==> config.mk <==
export PLATFORM = sky130hd
export DESIGN_NAME = leb128_decoder
export DESIGN_NICKNAME = d
export VERILOG_FILES = /design/src/rtl/leb128_decoder.sv
export SDC_FILE = /design/constraint.sdc
export NUM_CORES = 1
export LEC_CHECK = 0
export ABC_AREA = 1
export CAP_MARGIN = 20
export CORE_ASPECT_RATIO = 0.75
export CORE_UTILIZATION = 27
export CTS_CLUSTER_SIZE = 40
export DETAILED_ROUTE_END_ITERATION = 12
export PLACE_DENSITY = 0.44
export SKIP_LAST_GASP = 1
export SYNTH_ARGS = -nofsm -noshare
export SYNTH_HDL_FRONTEND = slang
export SYNTH_SLANG_ARGS = --single-unit
==> constraint.sdc <==
create_clock -name clk -period 5.7 [get_ports clk]
set_clock_uncertainty 0.15 [all_clocks]
set_input_delay 0.57 -clock clk [delete_from_list [all_inputs] [get_ports clk]]
set_output_delay 0.57 -clock clk [all_outputs]
set_load 0.02 [all_outputs]
==> src/rtl/leb128_decoder.sv <==
// LEB128 immediate decoder for the fetch stream: gathers 7-bit groups into a 64-bit value,
// then holds the result (or an error code) until the execute stage takes it.
module leb128_decoder (
  input  logic        clk,
  input  logic        reset,
  input  logic        in_valid,
  input  logic [7:0]  in_byte,
  output logic        in_ready,
  input  logic        is_signed,
  input  logic        is_64,
  output logic        out_valid,
  input  logic        out_ready,
  output logic [63:0] out_value,
  output logic [3:0]  out_len,
  output logic [1:0]  error
);

  // state | meaning
  // ACCUM | accepting bytes, building acc (in_ready=1, out_valid=0)
  // HOLD  | result/error presented until out_ready (in_ready=0, out_valid=1)
  typedef enum logic {ACCUM, HOLD} state_t;

  state_t      state;
  logic [63:0] acc;
  logic [3:0]  count;
  logic        mode_signed;
  logic        mode_64;

  logic        sgn;
  logic        w64;
  logic [3:0]  cnt_n;
  logic [3:0]  max_len;
  logic        last;
  logic [6:0]  sh_cur;
  logic [6:0]  sh_nxt;
  logic [63:0] acc_n;
  logic [63:0] ext;
  logic        pad_ok;

  // The first byte of a value uses the live mode inputs; later bytes use the latched copy.
  always_comb begin
    sgn     = (count == 4'd0) ? is_signed : mode_signed;
    w64     = (count == 4'd0) ? is_64 : mode_64;
    cnt_n   = count + 4'd1;
    max_len = w64 ? 4'd10 : 4'd5;
    last    = (cnt_n == max_len);
    sh_cur  = {3'b000, count} * 7'd7;
    sh_nxt  = {3'b000, cnt_n} * 7'd7;
    acc_n   = acc | ({57'b0, in_byte[6:0]} << sh_cur);
    ext     = acc_n;
    if (sgn && in_byte[6] && (sh_nxt < 7'd64))
      ext = acc_n | ({64{1'b1}} << sh_nxt);
    if (!w64)
      ext = sgn ? {{32{ext[31]}}, ext[31:0]} : {32'b0, ext[31:0]};
    pad_ok = 1'b1;
    if (last) begin
      if (w64)
        pad_ok = sgn ? ((in_byte[6:0] == 7'h00) || (in_byte[6:0] == 7'h7f))
                     : (in_byte[6:1] == 6'h00);
      else
        pad_ok = sgn ? ((in_byte[6:3] == 4'h0) || (in_byte[6:3] == 4'hf))
                     : (in_byte[6:4] == 3'h0);
    end
  end

  always_ff @(posedge clk or negedge reset) begin
    if (!reset) begin
      state       <= ACCUM;
      acc         <= 64'd0;
      count       <= 4'd0;
      mode_signed <= 1'b0;
      mode_64     <= 1'b0;
      in_ready    <= 1'b0;
      out_valid   <= 1'b0;
      out_value   <= 64'd0;
      out_len     <= 4'd0;
      error       <= 2'd0;
    end else begin
      case (state)
        ACCUM: begin
          in_ready <= 1'b1;
          if (in_valid && in_ready) begin
            if (count == 4'd0) begin
              mode_signed <= is_signed;
              mode_64     <= is_64;
            end
            if (in_byte[7] && !last) begin
              acc   <= acc_n;
              count <= cnt_n;
            end else begin
              state     <= HOLD;
              in_ready  <= 1'b0;
              out_valid <= 1'b1;
              out_len   <= cnt_n;
              acc       <= 64'd0;
              count     <= 4'd0;
              if (in_byte[7]) begin
                error     <= 2'd1;
                out_value <= 64'd0;
              end else if (!pad_ok) begin
                error     <= 2'd2;
                out_value <= 64'd0;
              end else begin
                error     <= 2'd0;
                out_value <= ext;
              end
            end
          end
        end
        HOLD: begin
          if (out_ready) begin
            state     <= ACCUM;
            out_valid <= 1'b0;
            in_ready  <= 1'b1;
          end
        end
        default: state <= ACCUM;
      endcase
    end
  end

endmodule
==> results.py <==
metrics = {
    "cts": {
        "cts_tree": "done",
        "clock-root-buffer": "clkbuf_16",
        "cts.sinks": 143,
        "clockBufferDepth": 2,
        "clk_latency_ps": 430,
        "hold_buffers": 0,
        "cts.repair.resized": 0,
        "path_clk_slew_ps": 60,
        "postCtsSetupBuffers": 0,
        "cts_made_buffers": 17,
        "ctsHtreeMaxLevel": 4,
    },
    "outcome": {
        "status": "completed",
    },
    "sta": {
        "setup_viol": 0,
        "fin_hold_ws_ps": 114.2,
        "fin_crit_ps": 4717,
        "rsz0062_at_grt": "false",
        "final_max_slew_viol_count": 0,
        "hold_viol": 0,
        "period_share_pct": 82.76,
        "worst-slew-pin-transition_ps": 989.6,
        "setup-tns-final_ps": 0,
        "relSlewSlack_pct": 34.02,
        "max_freq_ghz": 0.2120,
    },
    "worst_setup_path": {
        "cp_max_fo": 33,
        "crit_type": "reg -> reg",
        "end_kind": "flop",
        "critPathLaunchType": "flop",
        "cp.arrival_ps": 4940,
        "worstPathRequired_ps": 5920,
        "crit_start": "count[1]",
        "timing.rr.start": "count[1]",
    },
    "cells_and_area": {
        "final_area_sq_um": 9384,
        "drive_above_1_share_pct": 5.725,
        "syn2layout_area_growth_pct": 20.75,
        "final_cell_count_no_fill": 1503,
        "final_core_util_pct": 33.30,
        "fin_nets": 1129,
        "n_antenna_cell": 0,
    },
    "drt": {
        "drtIter0Drc": 672,
        "vias": 7257,
        "routed_wirelength_mm": 27.42,
        "first_pass_iters": 6,
        "ant_nets": 0,
        "post-route-drc-count": 0,
        "avgViaCountPerCell": 4.828,
        "wl_per_cell_um": 18.25,
    },
    "placement": {
        "place_inst": 1471,
        "portBuffers": 85,
        "dpl_cell_area_sq_um": 8793,
        "place_congestion": 0.9029,
        "hpwl_mm": 19.51,
    },
    "synth": {
        "yosys.area.top_type": "dfrtp_1",
        "synth.cell_area_sq_um": 7771,
        "synth.most_common_cell": "nand2_1",
        "synth-edff-count": 0,
        "synthAdderAreaFrac_pct": 1.803,
        "synthCells": 1058,
        "synthesis.nets": 1082,
        "yosys-top-cells-area": "dfrtp_1, nand2_1, nand3_1",
        "synth_mux_area_share_pct": 0,
        "syn_area_per_cell_sq_um": 7.345,
        "synth_xor_area_share_pct": 0.2254,
        "async_flop_share_pct": 100.0,
        "ys_types": 33,
        "synth_seq_area_share_pct": 46.05,
        "synth-compound-area-share_pct": 8.034,
        "synthTopCellsByCount": "nand2_1, nor2_1, dfrtp_1",
        "yosysWarnings": 0,
        "ys_ff_latch": 143,
        "synth_ff_type": "dfrtp_1",
        "synth_top_family_by_area": "simple AND/OR/NAND/NOR gates",
        "synth_top_area_share_pct": 46.05,
        "synth-simple-area-share_pct": 34.62,
    },
    "power": {
        "vdd_drop_max_mv": 0.3495,
        "power_leakage_nw": 4.533,
        "power.density_nw_per_um2": 668.9,
    },
    "hold_path": {
        "hp-class": "in -> async",
    },
    "global_route": {
        "grt_pass1_vias": 6933,
        "gr-usage-all-layers_pct": 19.49,
        "grt_max_degree": 105,
        "grt_antenna_before_repair": 0,
        "grt_pass1_wl_mm": 42.79,
        "grt_overflow": 0,
    },
    "floorplanning": {
        "fp.dieW_um": 197.9,
        "core.rowCount": 53,
        "fp.dieH_um": 148.9,
        "die_area_sq_um": 29470,
        "ioPinCount": 86,
        "core_sq_um": 28180,
        "initial_core_util_pct": 27.57,
    },
    "job": {
        "drv_cap": 0,
    },
}
layer usage:
metal | track usage (%) | up-vias | part of all wire, %
li1 | - | 3497 | -
met1 | 29.28 | 3507 | 50
met2 | 27.85 | 231 | 42
met3 | 4.228 | 22 | 6.7
met4 | 5.078 | 0 | 1.5
met5 | 0 | - | 0
area by class of cell:
type,instances,area (sq um)
Sequential cell,143,3578
Timing Repair Buffer,93,912.1
Inverter,89,336.6
Clock buffer,20,456.7
Multi-Input combinational cell,761,3485
Tap cell,385,481.7
Clock inverter,12,133.9
Fill cell,3059,18800
critical path, cell delays in order (launching register included):
cell and delay [ps]:
dfrtp_1 690, inv_1 320, ha_1 430, inv_1 90
fa_1 530, inv_1 60, fa_1 400, nand2_1 90
nand2_1 50, nand2_1 50, nand2_1 120, nor2_8 410
nand2_4 280, nand2_2 130, nand2_1 60, nand2_2 460
nand4_1 210, nand2_1 100
worst paths after layout:
check / end / slack, ps / cells past startpoint
worst max-delay path: out_value[48] / 980 / 17
worst min-delay path: out_valid / 110 / 1
worst max register to register: out_value[48] / 980 / 17
worst min register to register: out_value[40] / 330 / 2
max in group asynchronous: acc[31] / 4110 / 2
min in group clk: out_value[40] / 330 / 2
state kept, by name (all words and copies together), names as in the netlist:
register / cells
acc: 64
state: 1
count: 4
out_len: 4
mode_signed: 1
out_valid: 1
in_ready: 1
mode_64: 1
error: 2
out_value: 64
report_power, final:
group	switching (mW)	internal, mW
Combinational	2.52	1.07
Sequential	0.206	1.34
Clock	0.471	0.670
Total	3.20	3.08
cell families (layout without fill, tap and decap cells):
logic type | Yosys count | count (layout)
buffers and inverters | 154 | 214
AND/OR/NAND/NOR | 631 | 631
AO/OA/AOI/OAI | 118 | 118
flip-flops | 143 | 143
XOR/XNOR | 2 | 2
adder cells (fa/ha/maj) | 10 | 10
placed cells by master (no fill, tap or decap), drive strengths merged:
| master | netlist | routed |
|---|---|---|
| a21oi | 56 | 56 |
| nor2 | 149 | 149 |
| ha | 8 | 8 |
| o31ai | 11 | 11 |
| inv | 88 | 90 |
| nor4 | 2 | 2 |
| fa | 2 | 2 |
| nand3 | 111 | 111 |
| o21ai | 50 | 50 |
| clkdlybuf4s50 | 0 | 84 |
| bufinv | 0 | 2 |
| nand4 | 40 | 40 |
| nand3b | 2 | 2 |
| clkinv | 1 | 7 |
| nand2 | 321 | 321 |
| o21bai | 1 | 1 |
| buf | 42 | 9 |
| dfrtp | 143 | 143 |
| clkbuf | 23 | 20 |
| clkinvlp | 0 | 2 |
| xnor2 | 2 | 2 |
| nor3 | 6 | 6 |
per-stage QoR:
stage	power, mW	setup slack [ps]
floorplan	3.779	2238
global route	6.769	512.9
detailed placement	5.122	1034
CTS	6.295	1026
global placement	5.147	1143
finish	6.277	982.5
No activity file was read; power rests on OpenSTA's default activity.
